[config.mk]
export PLATFORM = sky130hd
export DESIGN_NAME = miter_mem_scheduler_flat
export DESIGN_NICKNAME = d
export VERILOG_FILES = /design/src/rtl/miter_pkg.sv /design/src/rtl/miter_mem_scheduler_if.sv /design/src/rtl/miter_req_cmp.sv /design/src/rtl/miter_mem_scheduler.sv /design/src/flat_wrapper.sv
export SDC_FILE = /design/constraint.sdc
export NUM_CORES = 1
export LEC_CHECK = 0
export ABC_AREA = 0
export BUFFER_PORTS_ARGS = -buffer_cell sky130_fd_sc_hd__buf_4
export CAP_MARGIN = 5
export CORE_AREA = 2 2 196 198
export DETAILED_ROUTE_END_ITERATION = 8
export DIE_AREA = 0 0 198 200
export PLACE_DENSITY = 0.57
export SLEW_MARGIN = 20
export SYNTH_ARGS = -nofsm -noshare
export SYNTH_HDL_FRONTEND = slang
export SYNTH_SLANG_ARGS = --single-unit
[constraint.sdc]
create_clock -name clk -period 3.7 [get_ports clk]
set_clock_uncertainty 0.1 [all_clocks]
set_input_delay 0.185 -clock clk [delete_from_list [all_inputs] [get_ports clk]]
set_output_delay 0.185 -clock clk [all_outputs]
set_load 0.01 [all_outputs]
[src/rtl/miter_pkg.sv]
// Shared types for the miter memory scheduler: request record, FSM states
// and divergence causes.
package miter_pkg;

  localparam int MITER_AW = 32;
  localparam int MITER_DW = 64;

  typedef enum logic [1:0] {
    DIV_NONE     = 2'b00,
    DIV_TIMING   = 2'b01,
    DIV_DATA     = 2'b10,
    DIV_PROTOCOL = 2'b11
  } div_cause_e;

  typedef enum logic [2:0] {
    ST_IDLE,
    ST_WAIT_OTHER,
    ST_ISSUE,
    ST_WAIT_RESP,
    ST_DIVERGED
  } sched_state_e;

  typedef struct packed {
    logic [MITER_AW-1:0] addr;
    logic                we;
    logic [MITER_DW-1:0] wdata;
  } mem_req_t;

endpackage

[src/rtl/miter_mem_scheduler_if.sv]
// One request/response channel: a requester (master) issues valid+fields and
// receives ready and a response strobe from the responder (slave).
interface miter_mem_scheduler_if #(
  parameter int AW = 32,
  parameter int DW = 64
) ();

  logic          req_valid;
  logic          req_ready;
  logic [AW-1:0] req_addr;
  logic          req_we;
  logic [DW-1:0] req_wdata;
  logic          resp_valid;
  logic [DW-1:0] resp_rdata;

  modport master (
    output req_valid, req_addr, req_we, req_wdata,
    input  req_ready, resp_valid, resp_rdata
  );

  modport slave (
    input  req_valid, req_addr, req_we, req_wdata,
    output req_ready, resp_valid, resp_rdata
  );

endinterface

[src/rtl/miter_req_cmp.sv]
// Equality check of two requests; write data only matters when the request
// is a write, since reads carry don't-care data.
module miter_req_cmp
  import miter_pkg::*;
(
  input  mem_req_t i_a,
  input  mem_req_t i_b,
  output logic     o_equal
);

  assign o_equal = (i_a.addr == i_b.addr) &&
                   (i_a.we == i_b.we) &&
                   (!i_a.we || (i_a.wdata == i_b.wdata));

endmodule

[src/rtl/miter_mem_scheduler.sv]
// Arbitrates one memory port between the two copies of a miter, forwarding a
// request only when both copies agree and latching the first divergence seen.
module miter_mem_scheduler
  import miter_pkg::*;
#(
  parameter int AW       = MITER_AW,
  parameter int DW       = MITER_DW,
  parameter int SKEW_MAX = 4
) (
  input  logic                  clk,
  input  logic                  rst,
  miter_mem_scheduler_if.slave  p1,
  miter_mem_scheduler_if.slave  p2,
  miter_mem_scheduler_if.master mem,
  output logic                  diverged,
  output logic [1:0]            div_cause
);

  localparam int SKW = $clog2(SKEW_MAX + 1);
  localparam logic [SKW-1:0] SKEW_LIM = SKW'(SKEW_MAX);

  sched_state_e   r_state;
  div_cause_e     r_cause;
  logic [SKW-1:0] r_skew_cnt;
  logic           r_wait_p2;
  mem_req_t       r_req;
  logic           r_resp_valid;
  logic [DW-1:0]  r_resp_rdata;

  mem_req_t       w_p1_req;
  mem_req_t       w_p2_req;
  logic           w_fields_eq;
  logic           w_both_valid;
  logic           w_wait_drop;
  logic           w_accept;
  logic [SKW:0]   w_skew_next;
  logic           w_skew_hit;

  assign w_p1_req.addr  = p1.req_addr;
  assign w_p1_req.we    = p1.req_we;
  assign w_p1_req.wdata = p1.req_wdata;
  assign w_p2_req.addr  = p2.req_addr;
  assign w_p2_req.we    = p2.req_we;
  assign w_p2_req.wdata = p2.req_wdata;

  miter_req_cmp u_cmp (
    .i_a     (w_p1_req),
    .i_b     (w_p2_req),
    .o_equal (w_fields_eq)
  );

  assign w_both_valid = p1.req_valid && p2.req_valid;
  // A copy that already raised valid must hold it until the other arrives.
  assign w_wait_drop  = (r_state == ST_WAIT_OTHER) &&
                        (r_wait_p2 ? !p2.req_valid : !p1.req_valid);
  assign w_accept     = ((r_state == ST_IDLE) ||
                         ((r_state == ST_WAIT_OTHER) && !w_wait_drop)) &&
                        w_both_valid && w_fields_eq;
  assign w_skew_next  = {1'b0, r_skew_cnt} + (SKW+1)'(1);
  assign w_skew_hit   = (w_skew_next >= (SKW+1)'(SKEW_MAX));

  assign p1.req_ready  = w_accept;
  assign p2.req_ready  = w_accept;
  assign p1.resp_valid = r_resp_valid;
  assign p2.resp_valid = r_resp_valid;
  assign p1.resp_rdata = r_resp_rdata;
  assign p2.resp_rdata = r_resp_rdata;

  assign mem.req_valid = (r_state == ST_ISSUE);
  assign mem.req_addr  = r_req.addr;
  assign mem.req_we    = r_req.we;
  assign mem.req_wdata = r_req.wdata;

  assign diverged  = (r_state == ST_DIVERGED);
  assign div_cause = r_cause;

  // Entry to DIVERGED only happens from IDLE/WAIT_OTHER, so no memory
  // transaction is ever left half-done when the verdict is latched.
  always_ff @(posedge clk) begin
    if (rst) begin
      r_state      <= ST_IDLE;
      r_cause      <= DIV_NONE;
      r_skew_cnt   <= '0;
      r_wait_p2    <= 1'b0;
      r_req        <= '0;
      r_resp_valid <= 1'b0;
      r_resp_rdata <= '0;
    end else begin
      r_resp_valid <= 1'b0;
      case (r_state)
        ST_IDLE: begin
          if (w_both_valid) begin
            if (w_fields_eq) begin
              r_req   <= w_p1_req;
              r_state <= ST_ISSUE;
            end else begin
              r_cause <= DIV_DATA;
              r_state <= ST_DIVERGED;
            end
          end else if (p1.req_valid || p2.req_valid) begin
            r_wait_p2  <= p2.req_valid;
            r_skew_cnt <= SKW'(1);
            if (SKEW_MAX <= 1) begin
              r_cause <= DIV_TIMING;
              r_state <= ST_DIVERGED;
            end else begin
              r_state <= ST_WAIT_OTHER;
            end
          end
        end
        ST_WAIT_OTHER: begin
          if (w_wait_drop) begin
            r_cause <= DIV_PROTOCOL;
            r_state <= ST_DIVERGED;
          end else if (w_both_valid) begin
            r_skew_cnt <= '0;
            if (w_fields_eq) begin
              r_req   <= w_p1_req;
              r_state <= ST_ISSUE;
            end else begin
              r_cause <= DIV_DATA;
              r_state <= ST_DIVERGED;
            end
          end else begin
            r_skew_cnt <= w_skew_hit ? SKEW_LIM : w_skew_next[SKW-1:0];
            if (w_skew_hit) begin
              r_cause <= DIV_TIMING;
              r_state <= ST_DIVERGED;
            end
          end
        end
        ST_ISSUE: begin
          if (mem.req_ready) begin
            r_state <= ST_WAIT_RESP;
          end
        end
        ST_WAIT_RESP: begin
          if (mem.resp_valid) begin
            r_resp_valid <= 1'b1;
            r_resp_rdata <= mem.resp_rdata;
            r_state      <= ST_IDLE;
          end
        end
        ST_DIVERGED: begin
          r_state <= ST_DIVERGED;
        end
        default: begin
          r_state <= ST_IDLE;
        end
      endcase
    end
  end

endmodule
[src/flat_wrapper.sv]
// flat-port wrapper written by rule: the top's interface ports become plain ports
module miter_mem_scheduler_flat import miter_pkg::*;
#(
  parameter int AW       = MITER_AW,
  parameter int DW       = MITER_DW,
  parameter int SKEW_MAX = 4
)
  (clk, rst, diverged, div_cause, p1_req_valid, p1_req_addr, p1_req_we, p1_req_wdata, p1_req_ready, p1_resp_valid, p1_resp_rdata, p2_req_valid, p2_req_addr, p2_req_we, p2_req_wdata, p2_req_ready, p2_resp_valid, p2_resp_rdata, mem_req_valid, mem_req_addr, mem_req_we, mem_req_wdata, mem_req_ready, mem_resp_valid, mem_resp_rdata);
  miter_mem_scheduler_if #(.AW(AW), .DW(DW)) p1_i ();
  miter_mem_scheduler_if #(.AW(AW), .DW(DW)) p2_i ();
  miter_mem_scheduler_if #(.AW(AW), .DW(DW)) mem_i ();
  input  logic clk;
  input  logic rst;
  output logic diverged;
  output logic [1:0] div_cause;
  input wire logic [$bits(p1_i.req_valid)-1:0] p1_req_valid;
  input wire logic [$bits(p1_i.req_addr)-1:0] p1_req_addr;
  input wire logic [$bits(p1_i.req_we)-1:0] p1_req_we;
  input wire logic [$bits(p1_i.req_wdata)-1:0] p1_req_wdata;
  output wire logic [$bits(p1_i.req_ready)-1:0] p1_req_ready;
  output wire logic [$bits(p1_i.resp_valid)-1:0] p1_resp_valid;
  output wire logic [$bits(p1_i.resp_rdata)-1:0] p1_resp_rdata;
  input wire logic [$bits(p2_i.req_valid)-1:0] p2_req_valid;
  input wire logic [$bits(p2_i.req_addr)-1:0] p2_req_addr;
  input wire logic [$bits(p2_i.req_we)-1:0] p2_req_we;
  input wire logic [$bits(p2_i.req_wdata)-1:0] p2_req_wdata;
  output wire logic [$bits(p2_i.req_ready)-1:0] p2_req_ready;
  output wire logic [$bits(p2_i.resp_valid)-1:0] p2_resp_valid;
  output wire logic [$bits(p2_i.resp_rdata)-1:0] p2_resp_rdata;
  output wire logic [$bits(mem_i.req_valid)-1:0] mem_req_valid;
  output wire logic [$bits(mem_i.req_addr)-1:0] mem_req_addr;
  output wire logic [$bits(mem_i.req_we)-1:0] mem_req_we;
  output wire logic [$bits(mem_i.req_wdata)-1:0] mem_req_wdata;
  input wire logic [$bits(mem_i.req_ready)-1:0] mem_req_ready;
  input wire logic [$bits(mem_i.resp_valid)-1:0] mem_resp_valid;
  input wire logic [$bits(mem_i.resp_rdata)-1:0] mem_resp_rdata;
  assign p1_i.req_valid = p1_req_valid;
  assign p1_i.req_addr = p1_req_addr;
  assign p1_i.req_we = p1_req_we;
  assign p1_i.req_wdata = p1_req_wdata;
  assign p1_req_ready = p1_i.req_ready;
  assign p1_resp_valid = p1_i.resp_valid;
  assign p1_resp_rdata = p1_i.resp_rdata;
  assign p2_i.req_valid = p2_req_valid;
  assign p2_i.req_addr = p2_req_addr;
  assign p2_i.req_we = p2_req_we;
  assign p2_i.req_wdata = p2_req_wdata;
  assign p2_req_ready = p2_i.req_ready;
  assign p2_resp_valid = p2_i.resp_valid;
  assign p2_resp_rdata = p2_i.resp_rdata;
  assign mem_req_valid = mem_i.req_valid;
  assign mem_req_addr = mem_i.req_addr;
  assign mem_req_we = mem_i.req_we;
  assign mem_req_wdata = mem_i.req_wdata;
  assign mem_i.req_ready = mem_req_ready;
  assign mem_i.resp_valid = mem_resp_valid;
  assign mem_i.resp_rdata = mem_resp_rdata;
  miter_mem_scheduler #(.AW(AW), .DW(DW), .SKEW_MAX(SKEW_MAX)) u_core (.clk(clk), .rst(rst), .p1(p1_i), .p2(p2_i), .mem(mem_i), .diverged(diverged), .div_cause(div_cause));
endmodule
# Word level (Yosys, flattened, before mapping)
# Cells that the tools add are included.
# totals
ff_bits,171
out_inout_bits,233
inputBits,264
# op_classes
muxes,26
n_bitwise,2
magnitude_cmp,1
addsub,1
n_reduce_logical,23
n_eq_ne,15
# op_table
cell,n
97-bit 2-to-1 mux,3
97-bit one-hot mux with 2 select lines,1
64-bit equality test,1
3-bit 2-to-1 mux,12
32-bit equality test,1
3-bit one-hot mux with 5 select lines,1
2-bit 2-to-1 mux,5
2-bit != test (second input constant),4
4-bit AND reduction,2
1-bit logical AND,7
3-bit by 2-bit equality test with 1-bit output (second input constant),2
3-bit one-hot mux with 2 select lines,1
3-bit AND reduction,2
3-bit by 1-bit adder with 4-bit output (second input constant),1
4-bit by 3-bit greater-or-equal comparator with 1-bit output (second input constant),1
1-bit logical NOT,4
2-bit by 1-bit != test with 1-bit output (second input constant),2
4-bit by 1-bit != test with 1-bit output (second input constant),1
2-bit one-hot mux with 2 select lines,1
2-bit AND reduction,2
3-bit by 1-bit equality test with 1-bit output (second input constant),1
3-bit equality test (second input constant),1
3-bit logical NOT,1
1-bit logical OR,3
other kinds (6),8

# Longest topological paths before layout
# Gate-level depths: netlist of the first run.
# logic_depth
word_depth,8
depth_mapped,9
ltp_nobuf,7

# Cells and area by module
# From an unflattened synthesis of the first run, not the netlist that was laid out.
# hier_totals
cells_unflattened,973
area_unflattened_um2,7737.4
# modules_own_cells
module,n_inst,area_per_inst_um2,cells_each
miter_mem_scheduler,1,6671.4,843
miter_req_cmp,1,1066.0,130

# Least setup slack after synthesis of the first run
# OpenSTA, ideal clock, no wires.
# synth_path
path_type,input to register
from,in p1_req_addr[1]
to,"reg u_core.r_req, in the netlist u_core.mem.req_wdata[33]"
arrival_ps,1747
setup_time_ps,72
slack_ps,1781
required_ps,3528
n_path_buf,3
stages,9
path_cell_list,xnor2_1 > nand4_1 > nor4_1 > nand3_1 > a211oi_1 > buf_4 > buf_8 > buf_12 > mux2i_1
# synth_via
elab_chain_len,7
# synth_rtl
item,line,rtl
from (decl),flat_wrapper.sv:17,input wire logic [$bits(p1_i.req_addr)-1:0] p1_req_addr;
32-bit equality test (*),miter_req_cmp.sv:11,assign o_equal = (i_a.addr == i_b.addr) &&
1-bit logical AND (*),miter_req_cmp.sv:11,
1-bit logical AND (*),miter_req_cmp.sv:12,(i_a.we == i_b.we) &&
97-bit 2-to-1 mux (*) (2 in series),--,
97-bit 2-to-1 mux,--,
97-bit one-hot mux with 2 select lines (*),--,
to (signal assigned),miter_mem_scheduler.sv:94,r_req <= w_p1_req;
to (signal assigned),miter_mem_scheduler.sv:118,r_req <= w_p1_req;
to (decl),miter_mem_scheduler.sv:26,mem_req_t r_req;
# Every way passes the cells marked *; elsewhere a longest branch is shown, timed or not. The select of a mux whose other input is x is not followed.
# A chain may end at the register's enable or synchronous reset.

# Worst setup path after layout of the first run
# layout_path
from,in p1_req_wdata[4]
to,out p2_req_ready
# layout_via
elab_chain_len,4
# layout_rtl
item,line,rtl
from (decl),flat_wrapper.sv:19,input wire logic [$bits(p1_i.req_wdata)-1:0] p1_req_wdata;
64-bit equality test,miter_req_cmp.sv:13,(!i_a.we || (i_a.wdata == i_b.wdata));
1-bit logical OR,miter_req_cmp.sv:13,
1-bit logical AND,miter_req_cmp.sv:12,
1-bit logical AND,miter_mem_scheduler.sv:58,w_both_valid && w_fields_eq;
to (decl),flat_wrapper.sv:27,output wire logic [$bits(p2_i.req_ready)-1:0] p2_req_ready;
# Every way passes these cells.

==> out/metrics.csv, run 1 <==
metric,value,unit
outcome,finished clean,
post_synth_most_frequent_cells,"sky130_fd_sc_hd__nand2_1 (331), sky130_fd_sc_hd__dfxtp_1 (171), sky130_fd_sc_hd__mux2i_1 (98)",
critical-path-top-delay-family,simple AND/OR/NAND/NOR gates,
cpMaxStageDelayCell,sky130_fd_sc_hd__nor4_1,
max_cap_viol_count,0,
floorplan.initialDensity,21.9,%
critical_path_s_most_frequent_cell,sky130_fd_sc_hd__buf_4,
synth_top_area_cell,sky130_fd_sc_hd__dfxtp_1,
synth_top_family_by_area,simple AND/OR/NAND/NOR gates,
setup_tns,0,ps
hp-class,input port to register,
clock_tree.htree_level_count,4,
grt_pass1_wl,47600,µm
worst-setup-path-type,input port to output pin,
worst_pin_slew,858,ps
multiInputGateArea,0.00397,mm²
final_max_slew_viol_count,0,
cts.repair_timing.setup_buffer_count,0,
clk_transition_reported_paths,70,ps
clock-root-buffer,sky130_fd_sc_hd__clkbuf_16,
synthMuxAreaShare,12.0,%
slew_headroom,42.8,%
cpPeakStageDelay,600,ps
top_level_ports,497,
synth_edf_count,0,
portBuffers,496,
gate_count_post_synth,980,
die_width,198,µm
mean_instance_size_in_the_synthesized_netlist,8.36,µm²
detailedRoute.firstPassIterationCount,5,
r2r.worst_path.cells,4,
finalNonFillerCells,2072,
num_vias,8646,
synthesis.nets,1247,
place.detailed.instances,1876,
ys_ff_latch,171,
final_core_util,37.8,%
seq_area,0.00342,mm²
critPathMaxFanout,4,
insertion_delay,430,ps
cp_data_arrival_time,3030,ps
synth_simple_gate_area_share,19.4,%
dpl-instance-area,0.0119,mm²
area_growth_syn_to_layout,72.7,%
power_leakage,5.92,nW
die_height,200,µm
count_of_endpoints_failing_setup_in_the_final_report,0,
synthesis.yosys.warnings,0,
antenna_cells,0,
hold_viol,0,
cts_inserted_buffers,17,
post-route-cell-area,0.0142,mm²
synth-compound-area-share,6.09,%
cell_internal_pwr,0.00323,W
final_net_count,1815,
floorplan.core_area,0.0374,mm²
yosys.area_share.adder,0.458,%
wl,33100,µm
grt_setup_unrepaired,false,
hold_depth,4,
synth_top_cells_by_area,"sky130_fd_sc_hd__dfxtp_1 (42%), sky130_fd_sc_hd__nand2_1 (15%), sky130_fd_sc_hd__mux2i_1 (12%)",
tritoncts,yes,
numClockSinks,171,
yosys.area_share.xor_xnor,10.4,%
dp_hpwl,24500,µm
drt_iter0_drc,260,
drc_errors,0,
vias_in_the_first_global_route,8486,
switching_share,25.4,%
cts_max_path_buffers,2,
most_used_flip_flop_cell_after_synthesis,sky130_fd_sc_hd__dfxtp_1,
grt_overflow,0,
worst-path-buf-inv,4,
detail-route-antenna-nets,0,
power.density_cell_area,306,mW/mm²
gp_congestion,0.901,
critical_path.cell_chain,"dlygate4sd3_1, buf_4, xnor2_1, nand4_1, nor4_1, nand4_1, a211oi_1, buf_4, buf_4",
clk_network_pwr_share,41.2,%
final_min_period_over_clock_period,89.5,%
period_minus_slack,3310,ps
pin_count_of_the_biggest_net_entering_global_routing,113,
vias_per_cell,4.17,
fraction_of_final_layout_cells_with_drive_strength_greater_than_1,34.9,%
grt_usage,16.0,%
switching_power,0.00110,W
fraction_of_synthesized_cell_area_taken_by_the_top_area_cell_type,41.8,%
asyncSetResetFlopFracSynth,0,%
cp.required,3410,ps
vdd_drop_max,0.302,mV
dieArea,0.0396,mm²
timing.hold.ws,164,ps
startpoint_class,input port,
filler_cell_count,3692,
seq_power_share,43.0,%
wl_per_cell,16.0,µm
synth_sequential_area_ratio,41.8,%
synth_cell_type_count,36,
most_repeated_cell_in_the_gate_level_netlist_after_synthesis,sky130_fd_sc_hd__nand2_1,
critical_path_depth,9,
floorplan.rows,71,
worstSetupEndpointType,output pin,
clock.fmax,302,MHz
p_comb_share,15.8,%
mappedNetlistArea,0.00820,mm²
reg2reg_slack,1320,ps
antenna_found_initial,1,
==> repair_timing <==
| item | CTS | global route |
|---|---|---|
| gates resized for setup | 0 | 0 |
| endpoints found under the hold margin | 165 | 0 |
| hold buffers | 164 | 0 |
==> state kept, by name (all words and copies together), names as in the netlist <==
name                  count
u_core.p1.resp_rdata     64
u_core.mem.req_addr      32
u_core.p1.resp_valid      1
u_core.r_skew_cnt         3
u_core.div_cause          2
u_core.r_state            3
u_core.mem.req_we         1
u_core.r_wait_p2          1
u_core.mem.req_wdata     64
==> cell usage in the layout, fill, tap and decap left out, types with 9 or more instances in the layout <==
cell type / netlist / final
sky130_fd_sc_hd__buf_4: 73 / 503
sky130_fd_sc_hd__nand2_1: 331 / 331
sky130_fd_sc_hd__dfxtp_1: 171 / 171
sky130_fd_sc_hd__dlygate4sd3_1: 0 / 164
sky130_fd_sc_hd__mux2i_1: 98 / 98
sky130_fd_sc_hd__xnor2_1: 94 / 94
sky130_fd_sc_hd__a21oi_1: 76 / 76
sky130_fd_sc_hd__nand4_1: 24 / 24
sky130_fd_sc_hd__clkbuf_16: 0 / 17
sky130_fd_sc_hd__nor3_1: 9 / 9
==> kinds of logic after synthesis <==
family | Yosys count
adders and majority gates | 3
muxes | 98
AOI/OAI and AO/OA | 91
DFF | 171
buffers and inverters | 129
xor gates and xnor gates | 97
and+or+nand+nor | 391
==> path summary, 6_finish.rpt <==
check | start | end
max reg2reg | u_core.r_state[0] | u_core.p1.resp_rdata[44]
max | p1_req_wdata[4] | p2_req_ready
min reg2reg | u_core.mem.req_wdata[44] | u_core.mem.req_wdata[44]
min | mem_req_ready | u_core.r_state[0]
==> worst reg2reg max path, cell delays in order, from the launching register on <==
cell and delay, ps:
sky130_fd_sc_hd__dfxtp_1 650, sky130_fd_sc_hd__and3_2 870, sky130_fd_sc_hd__buf_4 420, sky130_fd_sc_hd__nand2_1 100
sky130_fd_sc_hd__a21oi_1 150
==> layer usage <==
metal / part of all wire (%) / wire length, µm / global-route usage [%] / vias up
li1: - / - / - / 4268
met1: 39 / 12900 / 17.3 / 3942
met2: 50 / 16400 / 28.4 / 375
met3: 7.4 / 2440 / 4.70 / 59
met4: 4.1 / 1360 / 8.41 / 2
met5: 0.039 / 13 / 0 / -
==> power by group through the flow <==
stage / logic (W) / clock network (W) / registers, W
finish: 0.000686 / 0.00179 / 0.00186
global route: 0.000740 / 0.00194 / 0.00186
CTS: 0.000690 / 0.00187 / 0.00186
detailed placement: 0.000547 / 0 / 0.00190
global placement: 0.000543 / 0 / 0.00190
floorplan: 0.000213 / 0 / 0.00190
==> layout make-up <==
class / instances / area share (%)
timing repair buffer: 672 / 39.0
multi-input combinational: 680 / 28.1
sequential: 171 / 24.2
tap: 511 / 4.52
clock buffer: 21 / 3.25
clock inverter: 11 / 0.787
inverter: 6 / 0.195
==> per-stage QoR <==
step	power, W	worst slack, ps
final	0.00433	387
after global routing	0.00454	182
after CTS	0.00442	311
after detailed placement	0.00245	486
after global placement	0.00245	479
after floorplan	0.00211	1780
Power figures use the tool's default switching activity.
==> inputs of run 2 (changes only) <==
--- a/config.mk
+++ b/config.mk
@@ -13,2 +13,3 @@
 export DIE_AREA = 0 0 198 200
+export GPL_TIMING_DRIVEN = 0
 export PLACE_DENSITY = 0.57
--- a/constraint.sdc
+++ b/constraint.sdc
@@ -4,2 +4,2 @@
 set_output_delay 0.185 -clock clk [all_outputs]
-set_load 0.01 [all_outputs]
+set_load 0.05 [all_outputs]
==> run 2 against run 1 <==
Compared with the run above:
- flip-flop and latch count did not move
- register-to-register slack improved by 40 ps
- sequential power barely moved
- critical path depth did not move
- critical path type unchanged
- largest power group is now clock
==> out/metrics.csv, run 2 (synthesis gave the netlist of run 1 again) <==
metric,value,unit
outcome,finished clean,
die_width,198,µm
vias_per_cell,4.17,
report.power.total,0.00457,W
clock-root-buffer,sky130_fd_sc_hd__clkbuf_16,
worst_pin_slew,888,ps
post-route-cell-area,0.0149,mm²
dpl-instance-area,0.0126,mm²
area_growth_syn_to_layout,81.3,%
pin_count_of_the_biggest_net_entering_global_routing,17,
vdd_drop_max,0.318,mV
portBuffers,496,
critical_path.cell_chain,"dlygate4sd3_1, buf_4, xnor2_1, nand4_1, nor4_1, nand4_1, a211oi_2, buf_4, buf_4",
die_height,200,µm
drc_errors,0,
wl_per_cell,16.8,µm
gp_congestion,0.918,
count_of_endpoints_failing_setup_in_the_final_report,0,
period_minus_slack,3400,ps
cpPeakStageDelay,550,ps
wl,36700,µm
hold_viol,0,
insertion_delay,450,ps
clk_transition_reported_paths,70,ps
grt_use_met3,5.68,%
power_leakage,6.35,nW
grt_overflow,0,
cts.repair_timing.setup_buffer_count,0,
final_max_slew_viol_count,0,
dieArea,0.0396,mm²
cpMaxStageDelayCell,sky130_fd_sc_hd__dlygate4sd3_1,
grt_setup_unrepaired,false,
setup_tns,0,ps
clock.fmax,294,MHz
cts_inserted_buffers,17,
hp-class,input port to register,
fraction_of_final_layout_cells_with_drive_strength_greater_than_1,36.4,%
worst_slack,297,ps
power.density_cell_area,308,mW/mm²
global_route.usage.met1,19.1,%
filler_cell_count,3732,
max_cap_viol_count,0,
floorplan.rows,71,
worst-setup-path-type,input port to output pin,
floorplan.core_area,0.0374,mm²
antenna_found_initial,2,
timing.hold.ws,135,ps
final_net_count,1926,
detailedRoute.firstPassIterationCount,4,
detail-route-antenna-nets,0,
floorplan.initialDensity,21.9,%
critical-path-top-delay-family,simple AND/OR/NAND/NOR gates,
clock_tree.htree_level_count,4,
grt_pass1_wl,53200,µm
numClockSinks,171,
worst-path-buf-inv,4,
dp_hpwl,28700,µm
pre_cts_slack,-158,ps
final_min_period_over_clock_period,92.0,%
critPathMaxFanout,4,
cts_max_path_buffers,2,
grt_usage,18.0,%
vias_in_the_first_global_route,9385,
grt.met2_usage,33.2,%
cp.required,3410,ps
final_cell_mix,"sky130_fd_sc_hd__buf_4 (569), sky130_fd_sc_hd__nand2_1 (331), sky130_fd_sc_hd__dfxtp_1 (171)",
tritoncts,yes,
top_level_ports,497,
grt_peak_use_layer,met2,
num_vias,9109,
cp_data_arrival_time,3120,ps
slew_headroom,40.8,%
worstSetupEndpointType,output pin,
startpoint_class,input port,
critical_path_s_most_frequent_cell,sky130_fd_sc_hd__buf_4,
layout_commonest_cell,sky130_fd_sc_hd__buf_4,
drt_iter0_drc,218,
run 2: where the power goes:
part           leakage [nW]  switching [W]  internal, W  total, W
combinational          4.67       0.000310     0.000413  0.000723
clock                 0.302       0.000845      0.00115   0.00199
sequential             1.38     0.00000760      0.00185   0.00186
run 2: per-layer routing:
metal	up-vias	share of wire, %
met2	366	51
met5	-	0
li1	4494	-
met3	51	7.1
met4	0	3.4
met1	4198	39
run 2: layout make-up:
type | count | area [µm²] | share of cell area [%]
buffer | 123 | 796 | 5.36
clock inverter | 14 | 209 | 1.41
clock buffer | 18 | 429 | 2.89
antenna | 2 | 5.00 | 0.0337
timing repair buffer | 660 | 5370 | 36.1
sequential | 171 | 3420 | 23.0
multi-input combinational | 680 | 3970 | 26.7
tap | 511 | 639 | 4.30
inverter | 6 | 22.5 | 0.152
run 2: repair_timing:
| action | CTS | global route |
|---|---|---|
| hold endpoints to repair | 165 | 0 |
| hold buffers | 164 | 0 |
| setup endpoints to repair | 1 | 1 |
| resized for setup | 1 | 1 |
run 2: path summary, 6_finish.rpt:
check / startpoint / endpoint / slack (ps) / cells after the start
setup / recovery: p1_req_wdata[4] / p2_req_ready / 300 / 9
hold / removal: mem_req_ready / u_core.r_state[0] / 130 / 4
setup reg to reg: u_core.r_skew_cnt[0] / u_core.r_state[2] / 1360 / 8
hold reg to reg: u_core.mem.req_addr[21] / u_core.mem.req_addr[21] / 360 / 2
run 2: metrics by stage:
stage	util, %	std cells
after floorplan	-	980
after global placement	33.6	1987
after detailed placement	33.6	1987
after CTS	39.7	2183
after global routing	39.7	2185
final	39.7	2185
run 2: worst min-delay path, delay by kind of cell:
kind                   cells  cell delay [ps]
AO/OA/AOI/OAI              3              340
buffers and inverters      1              110
